$ cat src/rtl/divisor_secuencial_if.sv
// Handshake and operand/result bundle for the sequential restoring divider.
// The master side requests a division; the slave side is the divider itself.
interface divisor_secuencial_if #(
  parameter int ANCHO = 3
);
  logic                   inicio;
  logic [ANCHO-1:0]       entrada_d;
  logic [ANCHO-1:0]       entrada_m;
  logic                   ocupado;
  logic                   fin;
  logic                   div_cero;
  logic [2*ANCHO-1:0]     resultado;

  modport master (
    output inicio, entrada_d, entrada_m,
    input  ocupado, fin, div_cero, resultado
  );

  modport slave (
    input  inicio, entrada_d, entrada_m,
    output ocupado, fin, div_cero, resultado
  );
endinterface

$ cat src/rtl/divisor_secuencial.sv
// Sequential unsigned restoring divider with A/Q/M registers and one shared
// subtractor. One shift cycle plus one subtract/restore cycle per quotient bit.
//
// state | meaning
// IDLE  | waiting for inicio, operands captured when it is seen
// LOAD  | A cleared, Q/M loaded from the captured operands, counter cleared
// DESP  | {A,Q} shifted left by one, Q[0] cleared
// RESTA | trial subtract A-M; keep difference and set Q[0] if non-negative
// FIN   | result valid and held; inicio starts a new division
module divisor_secuencial #(
  parameter int ANCHO = 3
) (
  input  logic                 clk,
  input  logic                 reset,
  divisor_secuencial_if.slave  bus
);

  localparam int CW = $clog2(ANCHO + 1);
  localparam logic [CW-1:0] CNT_FIN = CW'(ANCHO);

  typedef enum logic [2:0] {
    IDLE  = 3'd0,
    LOAD  = 3'd1,
    DESP  = 3'd2,
    RESTA = 3'd3,
    FIN   = 3'd4
  } estado_t;

  estado_t          estado_q, estado_d;
  logic [ANCHO:0]   a_q, a_d;
  logic [ANCHO-1:0] q_q, q_d;
  logic [ANCHO-1:0] m_q, m_d;
  logic [ANCHO-1:0] d_cap_q, d_cap_d;
  logic [ANCHO-1:0] m_cap_q, m_cap_d;
  logic [CW-1:0]    cnt_q, cnt_d;

  // After a shift A may reach 2*M-1, so the sign needs one bit beyond A.
  logic [ANCHO+1:0] dif;
  logic             signo;

  assign dif   = {1'b0, a_q} - {2'b00, m_q};
  assign signo = dif[ANCHO+1];

  // Next-state and datapath update; operands are captured only when inicio is accepted.
  always_comb begin
    estado_d = estado_q;
    a_d      = a_q;
    q_d      = q_q;
    m_d      = m_q;
    d_cap_d  = d_cap_q;
    m_cap_d  = m_cap_q;
    cnt_d    = cnt_q;
    case (estado_q)
      IDLE, FIN: begin
        if (bus.inicio) begin
          estado_d = LOAD;
          d_cap_d  = bus.entrada_d;
          m_cap_d  = bus.entrada_m;
        end
      end
      LOAD: begin
        a_d      = '0;
        q_d      = d_cap_q;
        m_d      = m_cap_q;
        cnt_d    = '0;
        estado_d = DESP;
      end
      DESP: begin
        {a_d, q_d} = {a_q[ANCHO-1:0], q_q, 1'b0};
        estado_d   = RESTA;
      end
      RESTA: begin
        if (!signo) begin
          a_d    = dif[ANCHO:0];
          q_d[0] = 1'b1;
        end else begin
          q_d[0] = 1'b0;
        end
        cnt_d    = cnt_q + 1'b1;
        estado_d = (cnt_d == CNT_FIN) ? FIN : DESP;
      end
      default: estado_d = IDLE;
    endcase
  end

  // State and datapath registers with synchronous active-low reset.
  always_ff @(posedge clk) begin
    if (!reset) begin
      estado_q <= IDLE;
      a_q      <= '0;
      q_q      <= '0;
      m_q      <= '0;
      d_cap_q  <= '0;
      m_cap_q  <= '0;
      cnt_q    <= '0;
    end else begin
      estado_q <= estado_d;
      a_q      <= a_d;
      q_q      <= q_d;
      m_q      <= m_d;
      d_cap_q  <= d_cap_d;
      m_cap_q  <= m_cap_d;
      cnt_q    <= cnt_d;
    end
  end

  assign bus.ocupado   = (estado_q == LOAD) || (estado_q == DESP) || (estado_q == RESTA);
  assign bus.fin       = (estado_q == FIN);
  assign bus.div_cero  = (estado_q == FIN) && (m_q == '0);
  assign bus.resultado = {a_q[ANCHO-1:0], q_q};

endmodule
$ cat src/flat_wrapper.sv
// flat-port wrapper written by rule: the top's interface ports become plain ports
module divisor_secuencial_flat 
#(
  parameter int ANCHO = 3
)
  (clk, reset, bus_inicio, bus_entrada_d, bus_entrada_m, bus_ocupado, bus_fin, bus_div_cero, bus_resultado);
  divisor_secuencial_if #(.ANCHO(ANCHO)) bus_i ();
  input  logic clk;
  input  logic reset;
  input wire logic [$bits(bus_i.inicio)-1:0] bus_inicio;
  input wire logic [$bits(bus_i.entrada_d)-1:0] bus_entrada_d;
  input wire logic [$bits(bus_i.entrada_m)-1:0] bus_entrada_m;
  output wire logic [$bits(bus_i.ocupado)-1:0] bus_ocupado;
  output wire logic [$bits(bus_i.fin)-1:0] bus_fin;
  output wire logic [$bits(bus_i.div_cero)-1:0] bus_div_cero;
  output wire logic [$bits(bus_i.resultado)-1:0] bus_resultado;
  assign bus_i.inicio = bus_inicio;
  assign bus_i.entrada_d = bus_entrada_d;
  assign bus_i.entrada_m = bus_entrada_m;
  assign bus_ocupado = bus_i.ocupado;
  assign bus_fin = bus_i.fin;
  assign bus_div_cero = bus_i.div_cero;
  assign bus_resultado = bus_i.resultado;
  divisor_secuencial #(.ANCHO(ANCHO)) u_core (.clk(clk), .reset(reset), .bus(bus_i));
endmodule
$ cat config.mk
export PLATFORM = sky130hd
export DESIGN_NAME = divisor_secuencial_flat
export DESIGN_NICKNAME = d
export VERILOG_FILES = /design/src/rtl/divisor_secuencial_if.sv /design/src/rtl/divisor_secuencial.sv /design/src/flat_wrapper.sv
export SDC_FILE = /design/constraint.sdc
export NUM_CORES = 1
export LEC_CHECK = 0
export CAP_MARGIN = 20
export CORE_ASPECT_RATIO = 1.1
export CORE_MARGIN = 2
export CORE_UTILIZATION = 47
export DETAILED_ROUTE_END_ITERATION = 8
export PLACE_DENSITY = 0.74
export SLEW_MARGIN = 10
export SYNTH_ARGS = -nofsm -noshare
export SYNTH_HDL_FRONTEND = slang
export SYNTH_SLANG_ARGS = --single-unit
export TNS_END_PERCENT = 5
$ cat constraint.sdc
create_clock -name clk -period 2 [get_ports clk]
set_clock_uncertainty 0.05 [all_clocks]
set_input_delay 0.4 -clock clk [delete_from_list [all_inputs] [get_ports clk]]
set_output_delay 0.4 -clock clk [all_outputs]
set_load 0.005 [all_outputs]
Word-level counts from Yosys, hierarchy flattened
Index checks and enable logic that the tools add are counted.
{"block": "totals", "reg_bits": 21, "in_bits": 9, "output_inout_bits": 9, "elab_cells": 37}
{"block": "classes", "n_addsub": 2, "eq_ne": 7, "mux": 9, "n_reduce_logical": 11}
{"operator": "$pmux 3 s4", "n": 1}
{"operator": "$pmux 4 s3", "n": 1}
{"operator": "$pmux 2 s2", "n": 2}
{"operator": "$eq 3x2->1 const B", "n": 2}
{"operator": "$logic_not 3->1", "n": 2}
{"operator": "$mux 3", "n": 2}
{"operator": "$sub 4x3->5", "n": 1}
{"operator": "$mux 4", "n": 1}
{"operator": "$ne 2x2->1 const B", "n": 2}
{"operator": "$reduce_and 2->1", "n": 2}
{"operator": "$reduce_bool 2->1", "n": 2}
{"operator": "$eq 3x1->1 const B", "n": 1}
{"operator": "$eq 3x3->1 const B", "n": 1}
{"operator": "$pmux 1 s3", "n": 1}
{"operator": "$reduce_bool 3->1", "n": 1}
{"operator": "$add 2x1->2 const B", "n": 1}
{"operator": "$eq 2x2->1 const B", "n": 1}
{"operator": "$logic_or 1x1->1", "n": 2}
{"operator": "$reduce_or 2->1", "n": 1}
{"operator": "$logic_and 1x1->1", "n": 1}
{"operator": "$mux 1", "n": 1}

Longest topological paths before layout
{"block": "logic_depth", "depth_word": 4, "mapped_depth": 7, "mapped_depth_nobuf": 7}

Worst setup path before layout
Ideal clock, no wire load.
{"block": "synth_path", "path_kind": "register -> register", "from": "register u_core.a_q[0]", "to": "register u_core.a_q[1]", "setup_ns": 0.116, "t_arrival_ns": 1.875, "required_ns": 1.834, "path_slack_ns": -0.042, "stages_incl_launch_ff": 8, "n_path_buf": 0, "cell_sequence": "dfxtp_1 inv_1 ha_1 fa_1 nand2b_1 a311oi_4 o221ai_1 o211a_1"}
{"block": "synth_between", "elab_chain_cells": 3}
{"item": "start, declared", "line_no": "divisor_secuencial.sv:30", "text": "logic [ANCHO:0] a_q, a_d;"}
{"item": "start signal, assigned", "line_no": "divisor_secuencial.sv:90", "text": "a_q <= '0;"}
{"item": "start signal, assigned", "line_no": "divisor_secuencial.sv:98", "text": "a_q <= a_d;"}
{"item": "$sub 4x3->5", "line_no": "divisor_secuencial.sv:41", "text": "assign dif = {1'b0, a_q} - {2'b00, m_q};"}
{"item": "$mux 4 or $ne 2x2->1 (tied branches)"}
{"item": "$pmux 4 s3 or $reduce_and 2->1 (tied branches)"}
Parallel ways exist; a longest one is shown, timed or not. The select of a mux whose other input is x is not followed.
A chain may end at the register's enable or synchronous reset.

Worst setup path in the final report
{"block": "layout_path", "from": "register u_core.a_q[0]", "to": "register u_core.a_q[3]"}
{"block": "layout_between", "elab_chain_cells": 3}
{"item": "$sub 4x3->5 *", "line_no": "divisor_secuencial.sv:41"}
{"item": "$mux 4 or $ne 2x2->1 (tied branches)"}
{"item": "$pmux 4 s3 or $reduce_and 2->1 (tied branches)"}
Mark *: on every way between the ends. The rest lies on a longest branch, timed or not. The select of a mux whose other input is x is not followed.

==> insert_results.sql <==
INSERT INTO impl_metrics (metric_group, metric, value, unit) VALUES
('worst_setup_path', 'timing.rr.start', 'u_core.a_q[0]', ''),
('cts', 'numCtsBuffers', '3', ''),
('final_layout', 'final_core_area_utilization', '63.11', '%'),
('power_and_ir_drop', 'total_power', '0.9617', 'mW'),
('floorplanning', 'core-area', '0.002252', 'mm2'),
('final_layout', 'multi_input_comb_area', '624.3', 'um2'),
('logic_synthesis', 'postSynthAreaPerCell', '9.234', 'um2'),
('final_layout', 'mostFrequentLayoutCells', 'sky130_fd_sc_hd__nand2_1 (23), sky130_fd_sc_hd__dfxtp_1 (17), sky130_fd_sc_hd__clkdlybuf4s50_1 (15)', ''),
('worst_setup_path', 'setup.worst_path.end_class', 'flip-flop', ''),
('worst_setup_path', 'timing.critical_path.required', '2.15', 'ns'),
('power_and_ir_drop', 'intPower', '0.6822', 'mW'),
('power_and_ir_drop', 'power.density', '676.6', 'mW/mm2'),
('routing', 'number_of_remaining_drc_errors', '0', ''),
('final_layout', 'layout-area-overhead-vs-synth', '27.21', '%'),
('logic_synthesis', 'ys.warnings.count', '0', ''),
('timing', 'fin_crit_sh', '99.01', '%'),
('worst_setup_path', 'worst-setup-path-type', 'reg2reg', ''),
('routing', 'wire_per_inst', '13.01', 'um'),
('timing', 'achievable-frequency', '505.0', 'MHz'),
('worst_setup_path', 'worstReg2RegEnd', 'u_core.a_q[3]', ''),
('worst_setup_path', 'cell_chain_of_the_critical_path', 'inv_1 > ha_2 > fa_2 > nand2b_4 > a311oi_4 > buf_6 > a21boi_1 > o22ai_1', ''),
('routing', 'detail-route-antenna-nets', '0', ''),
('worst_setup_path', 'worst_path_dominant_cell_family', 'compound AO/OA/AOI/OAI gates', ''),
('timing', 'clock_period_minus_worst_slack', '1.980', 'ns'),
('placement', 'place_area', '0.001339', 'mm2'),
('final_layout', 'insertedDiodeCount', '0', ''),
('logic_synthesis', 'yosys.area.top_type', 'sky130_fd_sc_hd__dfxtp_1', ''),
('logic_synthesis', 'synth_top_cell_area_share', '37.63', '%'),
('floorplanning', 'fp.dieArea', '0.002784', 'mm2'),
('worst_setup_path', 'setup.worst_path.start_class', 'flip-flop', ''),
('logic_synthesis', 'postSynthRegisterBits', '21', ''),
('global_route', 'grt_antenna_before_repair', '0', ''),
('logic_synthesis', 'post_synth_main_area_contributors', 'sky130_fd_sc_hd__dfxtp_1 (38%), sky130_fd_sc_hd__nand2_1 (8.1%), sky130_fd_sc_hd__a21boi_0 (5.4%)', ''),
('cts', 'worst_skew_pair.late_latency', '0.31', 'ns'),
('worst_setup_path', 'reg2reg_depth', '8', ''),
('routing', 'detail_route.wirelength', '2302', 'um'),
('final_layout', 'final-seq-area', '425.4', 'um2'),
('timing', 'max-slew-margin-rel', '74.31', '%'),
('placement', 'routabilityCongestion', '0.7629', ''),
('hold_path', 'hold_depth', '2', ''),
('floorplanning', 'die-height', '55.14', 'um'),
('final_layout', 'final.fill_count', '210', ''),
('hold_path', 'min_path_type', 'reg2reg', ''),
('final_layout', 'ratio_of_cells_with_drive_above_1_in_the_final_layout', '22.45', '%'),
('timing', 'timing.final.setup_violations', '0', ''),
('logic_synthesis', 'syn_inst', '121', ''),
('worst_setup_path', 'critical_path.max_stage_delay', '0.35', 'ns'),
('job', 'drv_cap', '0', ''),
('cts', 'cts_sink_cnt', '21', ''),
('routing', 'detailedRoute.firstPassIterationCount', '4', ''),
('global_route', 'grt_overflow_total', '0', ''),
('outcome', 'outcome', 'completed', ''),
('placement', 'post-dp-hpwl', '1727', 'um'),
('power_and_ir_drop', 'switchingPower', '0.2795', 'mW'),
('timing', 'finalHoldViolations', '0', ''),
('final_layout', 'post_layout_net_count', '162', ''),
('worst_setup_path', 'timing.critical_path.slowest_stage_cell', 'sky130_fd_sc_hd__dfxtp_2', ''),
('cts', 'worst_setup_hold_path_clk_slew', '0.12', 'ns'),
('power_and_ir_drop', 'p_comb_share', '29.4', '%'),
('hold_path', 'hold-path-endpoint', 'u_core.d_cap_q[2]', ''),
('timing', 'tightest_slew', '0.3849', 'ns'),
('timing', 'fin_setup_tns', '0', 'ns'),
('hold_path', 'hold_path.startpoint', 'u_core.d_cap_q[2]', ''),
('power_and_ir_drop', 'power_leakage', '0.6075', 'nW'),
('floorplanning', 'std_cell_rows', '18', ''),
('logic_synthesis', 'syn-cell-area', '0.001117', 'mm2'),
('power_and_ir_drop', 'part_of_the_power_in_the_clock_network', '21.4', '%'),
('timing', 'hold_slack', '0.4242', 'ns'),
('worst_setup_path', 'timing.critical_path.buf_inv', '2', ''),
('final_layout', 'finalInstanceArea', '0.001421', 'mm2'),
('routing', 'via_count', '916', '');
worst max path at each step:
stage / from / end / slack (ns) / cells after the start
2_1_floorplan: u_core.a_q[0] / u_core.a_q[1] / 0.04 / 7
3_3_place_gp: u_core.a_q[0] / u_core.a_q[2] / 0.03 / 7
3_5_place_dp: u_core.a_q[0] / u_core.a_q[3] / -0.09 / 8
4_1_cts: u_core.estado_q[0] / bus_fin / -0.08 / 5
5_1_grt: u_core.a_q[0] / u_core.a_q[3] / -0.04 / 8
6_report: u_core.a_q[0] / u_core.a_q[3] / 0.02 / 8
cell usage after synthesis:
| master | instances |
|---|---|
| sky130_fd_sc_hd__a21boi_0 | 8 |
| sky130_fd_sc_hd__nand2b_1 | 1 |
| sky130_fd_sc_hd__a31oi_1 | 1 |
| sky130_fd_sc_hd__xor2_1 | 1 |
| sky130_fd_sc_hd__o221ai_1 | 2 |
| sky130_fd_sc_hd__ha_1 | 4 |
| sky130_fd_sc_hd__nor3b_1 | 3 |
| sky130_fd_sc_hd__o21a_1 | 1 |
| sky130_fd_sc_hd__buf_2 | 1 |
| sky130_fd_sc_hd__clkbuf_1 | 3 |
| sky130_fd_sc_hd__and2_0 | 1 |
| sky130_fd_sc_hd__o21ai_0 | 2 |
| sky130_fd_sc_hd__o22ai_1 | 1 |
| sky130_fd_sc_hd__nor4_1 | 1 |
| sky130_fd_sc_hd__o31a_1 | 1 |
| sky130_fd_sc_hd__nor2_1 | 2 |
| sky130_fd_sc_hd__inv_1 | 7 |
| sky130_fd_sc_hd__nand2_1 | 24 |
| sky130_fd_sc_hd__or2b_2 | 1 |
| sky130_fd_sc_hd__mux2i_1 | 5 |
| sky130_fd_sc_hd__or3b_1 | 1 |
| sky130_fd_sc_hd__a21oi_1 | 5 |
| sky130_fd_sc_hd__o31a_2 | 1 |
| sky130_fd_sc_hd__o211a_1 | 5 |
| sky130_fd_sc_hd__dfxtp_1 | 21 |
| sky130_fd_sc_hd__o211ai_1 | 1 |
| sky130_fd_sc_hd__fa_1 | 1 |
| sky130_fd_sc_hd__and3b_4 | 1 |
| sky130_fd_sc_hd__nor3b_4 | 1 |
| sky130_fd_sc_hd__a311oi_4 | 1 |
| sky130_fd_sc_hd__nor2_4 | 1 |
| sky130_fd_sc_hd__and2_1 | 1 |
| sky130_fd_sc_hd__buf_6 | 2 |
| sky130_fd_sc_hd__nor2b_1 | 5 |
| sky130_fd_sc_hd__buf_4 | 3 |
| sky130_fd_sc_hd__or2_4 | 1 |
tightest hold or removal path: cells and delay by family, from the launching register on:
| kind | cells | cell delay [ns] |
|---|---|---|
| DFF | 1 | 0.33 |
| and+or+nand+nor | 1 | 0.05 |
| AOI/OAI and AO/OA | 1 | 0.06 |
layer usage:
layer | track usage [%] | wire length, um | vias to the layer above
li1 | - | - | 462
met1 | 19.90 | 1018 | 438
met2 | 33.11 | 1203 | 14
met3 | 3.226 | 65 | 2
met4 | 8.108 | 14 | 0
met5 | 0 | 0 | -
logic make-up (layout without fill, tap and decap cells):
family	after synthesis	after routing	share of synthesized area, %
and+or+nand+nor	44	44	21.95
AOI/OAI and AO/OA	29	29	21.05
DFF	21	21	37.63
buffers and inverters	16	42	7.838
adders and majority gates	5	5	6.271
muxes	5	5	4.479
xor gates and xnor gates	1	1	0.7840
timing repair:
item                                    CTS  global route
buffers inserted                          0             4
hold buffers                              0             0
resized for setup                         5             7
endpoints found under the setup margin    6             6
pin swaps                                 0             2
registers in the layout, summed over array words and instances, names as in the netlist:
name	cells
u_core.a_q	4
u_core.d_cap_q	3
u_core.estado_q	3
u_core.m_cap_q	3
u_core.m_q	3
u_core.q_q	3
u_core.cnt_q	2
metrics by stage:
stage | instances | worst slack, ns
CTS | 173 | -0.08229
global route | 177 | -0.03669
global placement | 169 | 0.02542
floorplan | 121 | 0.04020
detailed placement | 169 | -0.08940
finish | 177 | 0.01979
power by group through the flow:
stage	sequential, mW	combinational (mW)	clock [mW]
after detailed placement	0.482	0.256	0
after global placement	0.480	0.248	0
after CTS	0.473	0.262	0.215
final	0.473	0.283	0.206
after global routing	0.477	0.308	0.231
after floorplan	0.480	0.165	0
area by class of cell:
type | count | area share (%)
clock buffer | 3 | 1.585
clock inverter | 1 | 0.3521
inverter | 7 | 1.849
multi-input combinational | 84 | 43.93
sequential | 21 | 29.93
tap | 30 | 2.641
timing repair buffer | 31 | 19.72
(Power assumes the default switching activity.)
